$ cat src/rtl/dcache.sv
// dcache: direct-mapped, write-through, no-write-allocate data cache.
//   64 lines x 64 bits, indexed by doubleword address bits [5:0] with a 5-bit tag.
//   A read hit completes one cycle after accept. Read misses refill the line from
//   backing memory. Every write goes to memory, and the line is updated only on a hit.
//
// Ports
//   clk, rst_n                 clock, asynchronous active-low reset
//   dcache_req_addr[11:0]      byte address bits [13:2]; bit 0 ignored
//   dcache_req_valid/_rw       request strobe (held until dcache_ready), 1 = write
//   dcache_data_write[63:0]    doubleword to write
//   dcache_data_read[63:0]     read data, held between completions
//   dcache_ready, dcache_hit   one-cycle completion pulse, hit qualifier
//   inv_i                      invalidate all lines (deferred until IDLE)
//   mem_req_valid/_rw/_addr    backing-memory request (doubleword address)
//   mem_wdata[63:0]            write data to memory
//   mem_rdata[63:0], mem_ack   memory read data and one-cycle completion pulse
module dcache (
    input  logic        clk,
    input  logic        rst_n,
    input  logic [11:0] dcache_req_addr,
    input  logic        dcache_req_valid,
    input  logic        dcache_req_rw,
    input  logic [63:0] dcache_data_write,
    output logic [63:0] dcache_data_read,
    output logic        dcache_ready,
    output logic        dcache_hit,
    input  logic        inv_i,
    output logic        mem_req_valid,
    output logic        mem_req_rw,
    output logic [10:0] mem_req_addr,
    output logic [63:0] mem_wdata,
    input  logic [63:0] mem_rdata,
    input  logic        mem_ack
);

    typedef enum logic [1:0] {IDLE, REFILL, WRITE, RESP} state_t;

    state_t      state_reg, state_next;
    logic [10:0] addr_reg;
    logic        rw_reg;
    logic [63:0] wdata_reg;
    logic        hit_reg;
    logic [63:0] refill_data_reg;
    logic [63:0] data_out_reg;
    logic        inv_pend_reg;
    logic [63:0] valid_vec;

    logic [4:0]  tag_mem  [64];
    logic [63:0] data_mem [64];
    logic [63:0] ram_q;

    logic [5:0]  req_index;
    logic [4:0]  req_tag;
    logic [5:0]  reg_index;
    logic [4:0]  reg_tag;
    logic        req_hit;
    logic        inv_now;
    logic        accept;
    logic        line_fill;
    logic        line_update;
    logic [63:0] resp_data;
    logic        unused_addr_bit;

    assign unused_addr_bit = dcache_req_addr[0];

    assign req_index = dcache_req_addr[6:1];
    assign req_tag   = dcache_req_addr[11:7];
    assign reg_index = addr_reg[5:0];
    assign reg_tag   = addr_reg[10:6];

    assign req_hit = valid_vec[req_index] && (tag_mem[req_index] == req_tag);

    // An invalidate (fresh or deferred) owns the IDLE cycle; no request is taken.
    assign inv_now     = (state_reg == IDLE) && (inv_i || inv_pend_reg);
    assign accept      = (state_reg == IDLE) && !inv_now && dcache_req_valid;
    assign line_fill   = (state_reg == REFILL) && mem_ack;
    assign line_update = (state_reg == WRITE) && mem_ack && hit_reg;

    // Next-state logic
    always_comb begin
        state_next = state_reg;
        case (state_reg)
            IDLE:    if (accept) state_next = dcache_req_rw ? WRITE : (req_hit ? RESP : REFILL);
            REFILL:  if (mem_ack) state_next = RESP;
            WRITE:   if (mem_ack) state_next = RESP;
            RESP:    state_next = IDLE;
            default: state_next = IDLE;
        endcase
    end

    always_ff @(posedge clk or negedge rst_n) begin
        if (!rst_n) begin
            state_reg       <= IDLE;
            addr_reg        <= '0;
            rw_reg          <= 1'b0;
            wdata_reg       <= '0;
            hit_reg         <= 1'b0;
            refill_data_reg <= '0;
            data_out_reg    <= '0;
            inv_pend_reg    <= 1'b0;
        end else begin
            state_reg <= state_next;
            if (accept) begin
                addr_reg  <= dcache_req_addr[11:1];
                rw_reg    <= dcache_req_rw;
                wdata_reg <= dcache_data_write;
                hit_reg   <= req_hit;
            end
            if (line_fill) begin
                refill_data_reg <= mem_rdata;
            end
            // Capture what was presented during RESP so it is held afterwards.
            if (state_reg == RESP) begin
                data_out_reg <= resp_data;
            end
            if (inv_now) begin
                inv_pend_reg <= 1'b0;
            end else if (inv_i && (state_reg != IDLE)) begin
                inv_pend_reg <= 1'b1;
            end
        end
    end

    // Per-line valid bits: cleared by reset or invalidate, set by a refill.
    generate
        for (genvar gi = 0; gi < 64; gi++) begin : gen_valid
            logic line_valid_reg;
            always_ff @(posedge clk or negedge rst_n) begin
                if (!rst_n) begin
                    line_valid_reg <= 1'b0;
                end else if (inv_now) begin
                    line_valid_reg <= 1'b0;
                end else if (line_fill && (reg_index == 6'(gi))) begin
                    line_valid_reg <= 1'b1;
                end
            end
            assign valid_vec[gi] = line_valid_reg;
        end
    endgenerate

    // Line storage. The data array uses a registered read at accept, so a hit's
    // data is available in the RESP cycle. The tag array is read at accept for the hit test.
    always_ff @(posedge clk) begin
        if (accept) begin
            ram_q <= data_mem[req_index];
        end
        if (line_fill) begin
            data_mem[reg_index] <= mem_rdata;
            tag_mem[reg_index]  <= reg_tag;
        end else if (line_update) begin
            data_mem[reg_index] <= wdata_reg;
        end
    end

    // A write completion leaves the previously returned read data in place.
    assign resp_data = rw_reg ? data_out_reg : (hit_reg ? ram_q : refill_data_reg);

    assign dcache_data_read = (state_reg == RESP) ? resp_data : data_out_reg;
    assign dcache_ready     = (state_reg == RESP);
    assign dcache_hit       = (state_reg == RESP) && hit_reg;

    assign mem_req_valid = (state_reg == REFILL) || (state_reg == WRITE);
    assign mem_req_rw    = (state_reg == WRITE);
    assign mem_req_addr  = addr_reg;
    assign mem_wdata     = wdata_reg;

endmodule

$ cat config.mk
export PLATFORM = sky130hd
export DESIGN_NAME = dcache
export DESIGN_NICKNAME = d
export VERILOG_FILES = /design/src/rtl/dcache.sv
export SDC_FILE = /design/constraint.sdc
export NUM_CORES = 2
export LEC_CHECK = 0
export ABC_AREA = 1
export ABC_CLOCK_PERIOD_IN_PS = 6900
export CORE_MARGIN = 2
export CORE_UTILIZATION = 40
export CTS_BUF_LIST = sky130_fd_sc_hd__clkbuf_16
export DETAILED_ROUTE_END_ITERATION = 8
export PLACE_DENSITY = 0.58
export RECOVER_POWER = 50
export SETUP_SLACK_MARGIN = 0.1
export SYNTH_ARGS = -nofsm -noshare
export SYNTH_HDL_FRONTEND = slang
export SYNTH_MEMORY_MAX_BITS = 65536
export SYNTH_SLANG_ARGS = --single-unit
$ cat constraint.sdc
create_clock -name clk -period 6.9 [get_ports clk]
set_input_delay 1.035 -clock clk [delete_from_list [all_inputs] [get_ports clk]]
set_output_delay 1.035 -clock clk [all_outputs]
set_load 0.01 [all_outputs]
Yosys cells after proc, flatten, opt, wreduce, memory -nomap -nowiden
Memory sizes are Yosys's and may differ from the RTL's. A register that Yosys moved wholly into a read port is not among the register bits.
Cells that the tools add are included.
- memories: 2
- bits of input ports: 146
- RAM bits: 4416
- register bits after elaboration: 272
- memories (memory ; words ; width ; read ports ; clocked after memory_dff ; wr ports ; RTL line ; RTL):
    data_mem ; 64 ; 64 ; 1 ; 1 ; 1 ; 49 ; logic [63:0] data_mem [64];
    tag_mem ; 64 ; 5 ; 1 ; 0 ; 1 ; 48 ; logic [4:0] tag_mem [64];
- $lt $le $gt $ge: 1
- mux-type cells: 146
- eq/ne operators: 69
- bitwise operators: 1
- reductions and logical operators: 146
- operators by type and width (cell ; number):
    $mux W64 ; 4
    $eq A6 B6 Y1 const B ; 32
    $mux W1 ; 136
    $reduce_bool A2 Y1 ; 66
    $eq A6 B5 Y1 const B ; 16
    $logic_and A1 B1 Y1 ; 73
    $eq A6 B4 Y1 const B ; 8
    $eq A6 B3 Y1 const B ; 4
    $eq A6 B2 Y1 const B ; 2
    $mux W2 ; 4
    $lt A6 B7 Y1 const B ; 1
    $bmux W1 S6 ; 1
    $eq A6 B1 Y1 const B ; 1
    $logic_not A6 Y1 ; 1
    $pmux W2 S3 ; 1
    $eq A5 B5 Y1 ; 1
    $eq A2 B2 Y1 const B ; 2
    $eq A2 B1 Y1 const B ; 1
    $logic_not A2 Y1 ; 1
    $logic_or A1 B1 Y1 ; 2
    $ne A2 B1 Y1 const B ; 1
    $ne A2 B2 Y1 const B ; 1
    $reduce_and A2 Y1 ; 1
    $reduce_or A2 Y1 ; 1
    2 further kinds ; 2

Longest topological paths before layout
- depth in word-level cells: 7
- depth in mapped cells: 18
- depth with buffers taken out: 15

Worst setup path after synthesis
No wires, ideal clock.
- kind: input to register
- start: input mem_ack
- end: memory data_mem[54][0], enable pin
- stages on the path: 6
- required time: 6.335 ns
- slack: 0.160 ns
- library setup time: 0.565 ns
- arrival: 6.175 ns
- path through: nand2_1 -> clkbuf_1 -> nand2_1 -> inv_1 -> clkbuf_1 -> nor3_1
- word-level cells in the longest chain between the ends: 6
- elaborated cells on any way between the ends: 9
- classes of those cells: mux (5); bitwise (1); reduce/logical (3)
- ends and longest elaborated chain (what ; RTL line ; RTL):
    start, declared ; 33 ; input logic mem_ack
    $logic_and A1 B1 Y1 (2 in series) ; 77 ; assign line_update = (state_reg == WRITE) && mem_ack && hit_reg;
    $mux W1 ; 150 ; end else if (line_update) begin
    $mux W1 ; 147 ; if (line_fill) begin
    $mux W1 (implied by the code) ; 151 ; data_mem[reg_index] <= wdata_reg;
    $or A1 B1 Y1 (no line) (*) ; n/a ;
    end, declared ; 49 ;
Mark *: on every way between the ends. The rest lies on a longest branch, timed or not.

Final worst setup path
- start: register hit_reg
- end: memory data_mem[42][39], enable pin
- word-level cells in the longest chain between the ends: 5
- ends and longest elaborated chain (what ; RTL line ; RTL):
    start, declared ; 42 ; logic hit_reg;
    start signal, assigned ; 107 ; hit_reg <= req_hit;
    $logic_and A1 B1 Y1 ; 77 ;
    $mux W1 ; 150 ;
    $mux W1 ; 147 ;
    $mux W1 (implied by the code) ; 151 ;
    $or A1 B1 Y1 (no line) ; n/a ;
Every way passes these cells.

==> reports/results.ini <==
[global_routing]
gr-usage-all-layers_pct=24.9
first_global_vias=115000
grt_pass1_wl_um=852000
grt_max_degree=171
antenna_found_initial=26
grt-ovfl-total=0

[sta]
fin_crit_sh_pct=86.9
skew_ns=0.0613
rsz0062_at_grt=no
fin_crit_ns=5.99
setup_violations=0
drv_slew=4733
hold_viol=0
max_slew_margin_pct=-186
layout_setup_ws_ns=0.907
timing.fmax_mhz=167
worstMarginPinSlew_ns=4.29
finalSetupTns_ns=0

[clock_tree]
clkSinkCount=4752
cts_resized=0
clk_path_buf_depth=4
cts_made_buffers=463
cts_tree=done
cts_setup_buffers=0
clk_latency_ns=1.03
root_buffer=clkbuf_16
path_clk_slew_ns=0.07
cts_hold_buf=1
htreeDepth=5

[hold_path]
min_path_type=reg2reg

[setup_path]
start_kind=register
crit_cells=6
worst-r2r-setup-slack_ns=0.91
arrival_ns=6.47
reg2reg_to=data_mem[42][39]
worstSetupPathType=reg2reg
worst_ep_required_time_ns=7.37
cp-end-kind=register
crit_end=data_mem[42][39]
worstPathCellList=nand3_1, nand2_1, nand3_2, clkbuf_1, nor2_4, clkbuf_1
cp_num_buf_inv=2
crit_fanout=36
crit_start=hit_reg
slowest_stage=clkbuf_1
reg2reg_depth=6
slowest_delay_ns=2.99
crit_family=buffers and inverters
cp_common_cell=clkbuf_1
r2r_start=hit_reg

[placement]
port-buffer-count=287
dpl.hpwl_um=302000
place_area_mm2=0.198
place_ws_ns=2.01
gp_congestion=0.790
dp.cells=20300

[final_layout]
final_net_count=14700
n_fill_cell=41600
largest_register=data_mem
drive_gt1_share_pct=7.11
largest_reg_flops=4096
syn_to_final_growth_pct=13.6
top_regs=data_mem x4096, tag_mem x320
stdcell_count=21200
fin_area_mm2=0.211

[yosys]
ys_ff_latch=4752
syn_area_per_cell_um2=12.9
netlist_area_mm2=0.186
netlist_instances=14500
synth_seq_area_share_pct=75.9
yosys_warnings=0
ys_types=27
syn-num-nets=14600

[routing]
wire_per_inst_um=28.5
wl_um=604000
firstDrtPassIters=8
vias=125000
drt_iter0_drc=17200
antenna_left=0
routed_via_density=5.89
drc=0

[floorplan]
die_w_um=686
rows=250
ioPinCount=289
core_mm2=0.464
dieArea_mm2=0.471
initial_core_util_pct=40.1
die-height_um=686

[status]
status=complete, but fails checks
violations=max-capacitance violations, max-slew violations

[power]
p_leak_nw=68.7
ir_drop_v=0.000260
power_density_mw_per_mm2=310

[flow_run]
drv_cap=130

layout by cell type (no fill, tap or decap), drive strengths merged, types with 7 or more instances in the layout:
cell type and n:
edfxtp 4480, nor2 3106, o21ai 2696, o22ai 1276, nand2 828, clkbuf 610
nand3 375, buf 277, dfrtp 272, inv 230, clkinv 228, clkdlybuf4s50 209
a21oi 75, dlygate4sd3 72, a31oi 67, o32ai 63, bufinv 42, nor3 32
diode 30, clkinvlp 10, o21ba 7
cell usage after synthesis:
cell type     n  area [µm²]
o21ai_0    2529       12700
clkbuf_1    764        2870
edfxtp_1   4480      135000
clkinv_1      1        3.75
a211oi_1      1        7.51
nor3_1       32         160
nand2_1     828        3110
nand4_1       1        6.26
nand3_1     375        1880
buf_4        60         450
ha_1          5        62.6
o21ba_2       7        70.1
o21ai_1     167         836
or2_2         3        18.8
o22ai_1    1276        7980
o211ai_1      3        22.5
nor2_1     3106       11700
buf_2       199         996
buf_1        36         135
dfrtp_1     272        6810
buf_6         6        67.6
o32ai_1      63         552
inv_1       112         420
a31oi_1      67         419
a21oi_1      75         375
a21boi_1      1        7.51
inv_2         4        15.0
where the power goes:
part	internal, W	switching (W)
Combinational	0.00221	0.00498
Clock	0.0139	0.0110
Sequential	0.0330	0.000519
Total	0.0491	0.0165
cells by family after synthesis:
kind of cell	count (synthesis)	share of synthesized area, %
and+or+nand+nor	4345	9.04
DFF	4752	75.9
buffers and inverters	1182	2.66
adders and majority gates	5	0.0336
AOI/OAI and AO/OA	4189	12.3
through the flow:
step | util (%) | hold slack (ns) | power [W]
global placement | 42.7 | 0.465 | 0.0413
CTS | 45.9 | 0.477 | 0.0659
finish | 45.6 | 0.482 | 0.0656
detailed placement | 42.7 | 0.473 | 0.0414
floorplan | - | 0.450 | 0.0376
global route | 45.6 | 0.507 | 0.0675
worst min-delay path, stage by stage, from the launching register on:
cell and delay [ns]:
dfrtp_1 0.34, nand2_1 0.05, o21ai_0 0.05
metal layers:
layer | share of wire [%] | track usage, %
met1 | 40 | 35.0
met2 | 46 | 39.2
met3 | 9.7 | 3.68
met4 | 4.4 | 9.77
met5 | 0.0017 | 0
layout make-up:
| class | instances | area, µm² | area share [%] |
|---|---|---|---|
| well taps | 6174 | 7720 | 3.65 |
| repair buffers | 697 | 6410 | 3.03 |
| diodes | 30 | 75.1 | 0.0355 |
| flip-flops and latches | 4752 | 141000 | 66.9 |
| clock inverters | 393 | 3000 | 1.42 |
| multi-input cells | 8539 | 40600 | 19.2 |
| inverters | 117 | 490 | 0.232 |
| clock buffers | 471 | 11800 | 5.57 |
how the worst min path moves through the flow:
| stage | endpoint | start | slack, ns | cells past startpoint |
|---|---|---|---|---|
| 2_1_floorplan | rw_reg | rw_reg | 0.45 | 2 |
| 6_report | refill_data_reg[29] | refill_data_reg[29] | 0.48 | 2 |
| 3_3_place_gp | refill_data_reg[3] | refill_data_reg[3] | 0.47 | 2 |
| 4_1_cts | mem_wdata[33] | dcache_data_write[33] | 0.48 | 3 |
| 5_1_grt | refill_data_reg[35] | refill_data_reg[35] | 0.51 | 2 |
| 3_5_place_dp | refill_data_reg[3] | refill_data_reg[3] | 0.47 | 2 |
No activity file was read; power rests on OpenSTA's default activity.
